**src/rtl/hydra_pkg.sv**
```systemverilog
// Shared types and sizes for the per-port write-side packer.
package hydra_pkg;

    localparam int unsigned DATA_W     = 16;
    localparam int unsigned LINE_WORDS = 8;
    localparam int unsigned LINE_W     = DATA_W * LINE_WORDS;
    localparam int unsigned CODE_W     = 8;
    localparam int unsigned CNT_W      = 4;

    // One queue entry: a committed line plus its sideband.
    typedef struct packed {
        logic [LINE_W-1:0] data;
        logic [CODE_W-1:0] code;
        logic [CNT_W-1:0]  cnt;
        logic              first;
        logic              last;
    } line_t;

endpackage

```
**src/rtl/ecc_encoder.sv**
```systemverilog
// Line ECC encoder: code bit i is the parity of every line bit j with j mod 8 == i.
module ecc_encoder
    import hydra_pkg::*;
(
    input  logic [LINE_W-1:0] data,
    output logic [CODE_W-1:0] code
);

    // Fold the line into CODE_W interleaved parity bits.
    always_comb begin
        code = '0;
        for (int unsigned j = 0; j < LINE_W; j++) begin
            code[j % CODE_W] = code[j % CODE_W] ^ data[j];
        end
    end

endmodule

```
**src/rtl/port_packer.sv**
```systemverilog
// Per-port packer: assembles 16-bit words into 128-bit lines and queues
// them in a 2-entry FIFO toward the SRAM write arbiter.
// Optional feature macro: PACKER_ECC_EN (attach ECC code to each line).
module port_packer
    import hydra_pkg::*;
(
    input  logic              clk,
    input  logic              rst,
    input  logic              in_vld,
    input  logic              in_sop,
    input  logic              in_eop,
    input  logic [DATA_W-1:0] in_data,
    output logic              line_vld,
    input  logic              line_rdy,
    output logic [LINE_W-1:0] line_data,
    output logic [CODE_W-1:0] line_code,
    output logic [CNT_W-1:0]  line_cnt,
    output logic              line_first,
    output logic              line_last,
    output logic              full,
    output logic              almost_full,
    output logic              err_ovf,
    output logic              err_sop
);

    logic [LINE_W-1:0] asm_data_q, asm_data_d;
    logic [CNT_W-1:0]  acnt_q, acnt_d;
    logic              first_q, first_d;
    line_t             mem_q [2];
    line_t             mem_d [2];
    logic              wr_ptr_q, wr_ptr_d;
    logic              rd_ptr_q, rd_ptr_d;
    logic [1:0]        count_q, count_d;
    logic              full_q, full_d;
    logic              afull_q, afull_d;
    logic              err_ovf_q, err_ovf_d;
    logic              err_sop_q, err_sop_d;

    logic              accept;
    logic              commit;
    logic              pop;
    logic [CNT_W-1:0]  slot;
    logic [LINE_W-1:0] merged;
    logic              merged_first;
    logic [CODE_W-1:0] push_code;
    line_t             push_line;
    line_t             head;

`ifdef PACKER_ECC_EN
    ecc_encoder u_ecc (
        .data (merged),
        .code (push_code)
    );
`else
    // Code field of every entry stays constant zero.
    assign push_code = '0;
`endif

    // Assembly: merge the incoming word, decide commit, track sticky errors.
    always_comb begin
        accept       = in_vld && !full_q;
        // A sop word restarts assembly at slot 0 on a cleared line.
        slot         = in_sop ? '0 : acnt_q;
        merged       = in_sop ? '0 : asm_data_q;
        merged[DATA_W*slot +: DATA_W] = in_data;
        merged_first = in_sop || first_q;
        commit       = accept && ((slot == CNT_W'(LINE_WORDS-1)) || in_eop);

        push_line.data  = merged;
        push_line.code  = push_code;
        push_line.cnt   = slot + 4'd1;
        push_line.first = merged_first;
        push_line.last  = in_eop;

        asm_data_d = asm_data_q;
        acnt_d     = acnt_q;
        first_d    = first_q;
        if (commit) begin
            asm_data_d = '0;
            acnt_d     = '0;
            first_d    = 1'b0;
        end else if (accept) begin
            asm_data_d = merged;
            acnt_d     = slot + 4'd1;
            first_d    = merged_first;
        end

        err_ovf_d = err_ovf_q || (in_vld && full_q);
        err_sop_d = err_sop_q || (accept && in_sop && (acnt_q != '0));
    end

    // Queue: push on commit, pop on accepted head, registered flags.
    always_comb begin
        pop      = (count_q != 2'd0) && line_rdy;
        mem_d    = mem_q;
        if (commit) begin
            mem_d[wr_ptr_q] = push_line;
        end
        wr_ptr_d = wr_ptr_q ^ commit;
        rd_ptr_d = rd_ptr_q ^ pop;
        unique case ({commit, pop})
            2'b10:   count_d = count_q + 2'd1;
            2'b01:   count_d = count_q - 2'd1;
            default: count_d = count_q;
        endcase
        full_d  = (count_d == 2'd2);
        afull_d = (count_d != 2'd0) && (acnt_d >= 4'd6);
    end

    // State register with synchronous reset.
    always_ff @(posedge clk) begin
        if (rst) begin
            asm_data_q <= '0;
            acnt_q     <= '0;
            first_q    <= 1'b0;
            mem_q[0]   <= '0;
            mem_q[1]   <= '0;
            wr_ptr_q   <= 1'b0;
            rd_ptr_q   <= 1'b0;
            count_q    <= '0;
            full_q     <= 1'b0;
            afull_q    <= 1'b0;
            err_ovf_q  <= 1'b0;
            err_sop_q  <= 1'b0;
        end else begin
            asm_data_q <= asm_data_d;
            acnt_q     <= acnt_d;
            first_q    <= first_d;
            mem_q      <= mem_d;
            wr_ptr_q   <= wr_ptr_d;
            rd_ptr_q   <= rd_ptr_d;
            count_q    <= count_d;
            full_q     <= full_d;
            afull_q    <= afull_d;
            err_ovf_q  <= err_ovf_d;
            err_sop_q  <= err_sop_d;
        end
    end

    assign head        = mem_q[rd_ptr_q];
    assign line_vld    = (count_q != 2'd0);
    assign line_data   = head.data;
    assign line_code   = head.code;
    assign line_cnt    = head.cnt;
    assign line_first  = head.first;
    assign line_last   = head.last;
    assign full        = full_q;
    assign almost_full = afull_q;
    assign err_ovf     = err_ovf_q;
    assign err_sop     = err_sop_q;

endmodule
```
**config.mk**
```make
export PLATFORM = sky130hd
export DESIGN_NAME = port_packer
export DESIGN_NICKNAME = d
export VERILOG_FILES = /design/src/rtl/hydra_pkg.sv /design/src/rtl/ecc_encoder.sv /design/src/rtl/port_packer.sv
export SDC_FILE = /design/constraint.sdc
export NUM_CORES = 1
export LEC_CHECK = 0
export CAP_MARGIN = 20
export CELL_PAD_IN_SITES_DETAIL_PLACEMENT = 2
export CELL_PAD_IN_SITES_GLOBAL_PLACEMENT = 2
export CORE_UTILIZATION = 36
export CTS_CLUSTER_DIAMETER = 50
export DETAILED_ROUTE_END_ITERATION = 10
export PLACE_DENSITY = 0.85
export REMOVE_ABC_BUFFERS = 1
export SLEW_MARGIN = 20
export SYNTH_ARGS = -nofsm -noshare
export SYNTH_HDL_FRONTEND = slang
export SYNTH_HIERARCHICAL = 1
export SYNTH_SLANG_ARGS = --single-unit
```
**constraint.sdc**
```tcl
create_clock -name clk -period 3.6 [get_ports clk]
set_clock_uncertainty 0.1 [all_clocks]
set_input_delay 0.36 -clock clk [delete_from_list [all_inputs] [get_ports clk]]
set_output_delay 0.36 -clock clk [all_outputs]
set_load 0.03 [all_outputs]
```
==> impl_metrics.json <==
{
  "synth.distinct_cells": 51,
  "synth_cells": 1811,
  "core.rowCount": 79,
  "number_of_global_route_vias_before_repair": 16200,
  "cts.root.buffer_cell": "sky130_fd_sc_hd__clkbuf_16",
  "dr.pass1.iters": 6,
  "grt_max_degree": 87,
  "ys_warnings": 6,
  "number_of_buffers_added_for_setup_after_cts": 0,
  "port-buffer-count": 160,
  "globalRoute.totalOverflow": 0,
  "final_min_period_over_clock_period": 0.941,
  "hold_ws_ns": 0.0853,
  "critical_path.endpoint_type": "flop",
  "placedCellCount": 2451,
  "design.final.nets": 1923,
  "floorplan.initialDensity": 0.364,
  "route.final.wire_length_um": 60800,
  "max_freq_mhz": 295,
  "initialDrtViolationCount": 791,
  "total_leakage_power_nw": 7.17,
  "grt_pass1_wl_um": 95300,
  "worst-slew-pin-transition_ns": 1.18,
  "height_of_the_chip_um": 219,
  "global_route.usage.total": 0.256,
  "combinational_family_with_the_most_area_after_synthesis": "compound AO/OA/AOI/OAI gates",
  "drv_slew": 0,
  "cts.htree.levels": 2,
  "per_instance_average_area_after_synthesis_um2": 9.35,
  "synth_simple_gate_area_share": 0.145,
  "detailroute.via_count": 14500,
  "power_density_mw_per_mm2": 610,
  "post-route-cell-area_mm2": 0.0207,
  "report.final.hold_viol_count": 0,
  "synth_xor_xnor_area_share": 0.00613,
  "yosys-mux-area-fraction": 0.118,
  "critPathMaxFanout": 9,
  "maxSlewHeadroom": 0.209,
  "cts_max_path_buffers": 3,
  "syn-cell-area_mm2": 0.0169,
  "critical_path.startpoint_type": "flop",
  "tritoncts": "built",
  "ant_nets": 0,
  "rsz0062_at_grt": "no",
  "crit_arrival_ns": 3.74,
  "outcome": "finished clean",
  "synth_enable_flop_cells": 0,
  "clock_insertion_delay_worst_skew_ns": 0.60,
  "drc_errors": 0,
  "synth_adder_area_share": 0.00443,
  "worst_hold_path_type": "input pin to flop",
  "maxCapViolations": 0,
  "fin_crit_ns": 3.39,
  "report.power.total_mw": 12.6,
  "timing.final.setup_violations": 0,
  "synthFlopType": "sky130_fd_sc_hd__dfxtp_1",
  "path_class": "flop to flop",
  "hpwlAfterDp_um": 36800,
  "grt_antenna_before_repair": 1,
  "fill_cells": 4883,
  "synthArstFlopShare": 0,
  "worstPathRequired_ns": 3.95,
  "finalNonFillerCells": 2538,
  "flow.area_growth_from_synthesis_pct": 22.3,
  "worst_ir_drop_vdd_mv": 0.292,
  "fp.dieW_um": 219,
  "cts_num_sinks": 409,
  "ys_seq_area_frac": 0.484,
  "synth-seq-cells": 409,
  "finish.utilization": 0.446,
  "floorplan.core_area_mm2": 0.0465,
  "synth_compound_gate_area_share": 0.196,
  "overall_die_area_mm2": 0.0479,
  "clk_pin_slew_ns": 0.06,
  "final_layout_size_suffix_gt1_frac": 0.148,
  "tritoncts.num_buffers": 49,
  "vias_per_cell": 5.70,
  "wl_per_cell_um": 23.9,
  "place_area_mm2": 0.0190,
  "i_o_pin_count": 169,
  "gp_routability_congestion": 0.810
}
==> cell usage in the layout, fill, tap and decap left out, drive strengths merged, types with 6 or more instances in the layout <==
master / instances
a211oi: 232
nand3b: 10
nor2: 259
ha: 6
clkbuf: 72
xnor2: 9
a22oi: 26
clkdlybuf4s50: 158
nor3: 6
a21oi: 81
buf: 46
nand2: 141
conb: 8
a22o: 48
clkinv: 6
nand2b: 6
mux2: 134
inv: 11
o21ai: 89
mux2i: 49
nand3: 13
a31oi: 10
nor3b: 66
dfxtp: 409
==> sequential cells by signal, indices dropped and copies added, names as in the netlist <==
register and cells:
acnt_q 4, almost_full 1, asm_data_q 128, count_q 2, err_ovf 1, err_sop 1
first_q 1, full 1, mem_q 268, rd_ptr_q 1, wr_ptr_q 1
==> synth_stat cells, types with 7 or more instances <==
cell	count	area (µm²)
sky130_fd_sc_hd__clkbuf_1	135	507
sky130_fd_sc_hd__a22o_1	48	420
sky130_fd_sc_hd__nand3b_1	10	75.1
sky130_fd_sc_hd__dfxtp_1	409	8190
sky130_fd_sc_hd__buf_4	12	90.1
sky130_fd_sc_hd__a31oi_1	10	62.6
sky130_fd_sc_hd__nand3_1	13	65.1
sky130_fd_sc_hd__a211oi_1	232	1740
sky130_fd_sc_hd__nor3b_1	66	495
sky130_fd_sc_hd__xnor2_1	8	70.1
sky130_fd_sc_hd__mux2_2	134	1510
sky130_fd_sc_hd__nand2_1	141	529
sky130_fd_sc_hd__mux2i_1	49	490
sky130_fd_sc_hd__buf_2	23	115
sky130_fd_sc_hd__o21ai_0	85	425
sky130_fd_sc_hd__a22oi_1	26	195
sky130_fd_sc_hd__nor2_1	256	961
sky130_fd_sc_hd__buf_1	7	26.3
sky130_fd_sc_hd__a21oi_1	81	405
sky130_fd_sc_hd__inv_1	8	30.0
==> final timing paths <==
path                                  from              to  slack (ns)  cells after the start
worst min-delay path                   rst       acnt_q[2]        0.09                      2
worst max register to register   acnt_q[1]  asm_data_q[73]        0.21                      8
worst max-delay path             acnt_q[1]  asm_data_q[73]        0.21                      8
worst min register to register  mem_q[228]      mem_q[228]        0.35                      2
==> timing repair <==
action | CTS | global route
hold buffers | 0 | 0
endpoints found under the setup margin | 0 | 53
resized for setup | 0 | 3
==> layer usage <==
| metal | up-vias | routed length, µm | track usage |
|---|---|---|---|
| li1 | 6638 | - | - |
| met1 | 7446 | 26100 | 0.314 |
| met2 | 270 | 31000 | 0.455 |
| met3 | 113 | 1890 | 0.0359 |
| met4 | 0 | 1700 | 0.0877 |
| met5 | - | 0 | 0 |
==> critical path: stages, from the launching register on <==
cell and delay [ns]:
sky130_fd_sc_hd__dfxtp_1 0.48, sky130_fd_sc_hd__nor3_1 0.15, sky130_fd_sc_hd__or2_2 0.30, sky130_fd_sc_hd__ha_1 0.33, sky130_fd_sc_hd__nor3b_1 0.55, sky130_fd_sc_hd__nand3_1 0.34, sky130_fd_sc_hd__or4_1 0.71, sky130_fd_sc_hd__nand3_1 0.19
sky130_fd_sc_hd__a21oi_1 0.10
==> kinds of logic (layout without fill, tap and decap cells) <==
group | after synthesis | count (layout)
buffers and inverters | 186 | 298
AOI/OAI and AO/OA | 492 | 492
muxes | 183 | 183
adders and majority gates | 6 | 6
other | 1 | 9
DFF | 409 | 409
and+or+nand+nor | 523 | 523
xor gates and xnor gates | 11 | 11
==> power by group <==
part	switching (mW)	leakage, nW	internal (mW)
clock	2.01	0.815	3.09
combinational	1.58	3.03	0.956
sequential	0.190	3.32	4.81
total	3.78	7.17	8.86
==> area by class of cell <==
| cell class | instances | area [µm²] | area share |
|---|---|---|---|
| Tap cell | 607 | 759 | 0.0367 |
| Timing Repair Buffer | 204 | 2010 | 0.0969 |
| Antenna cell | 1 | 2.50 | 0.000121 |
| Clock buffer | 72 | 1460 | 0.0706 |
| Multi-Input combinational cell | 1223 | 8070 | 0.390 |
| Inverter | 8 | 30.0 | 0.00145 |
| Sequential cell | 409 | 8190 | 0.396 |
| Clock inverter | 14 | 188 | 0.00906 |
==> per-stage QoR <==
stage / worst slack [ns] / TNS, ns
3_3_place_gp: 0.389 / 0
3_5_place_dp: 0.129 / 0
4_1_cts: 0.0331 / 0
2_1_floorplan: -7.84 / -2327.90
6_report: 0.212 / 0
5_1_grt: 0.0924 / 0
No activity file was read; power rests on OpenSTA's default activity.
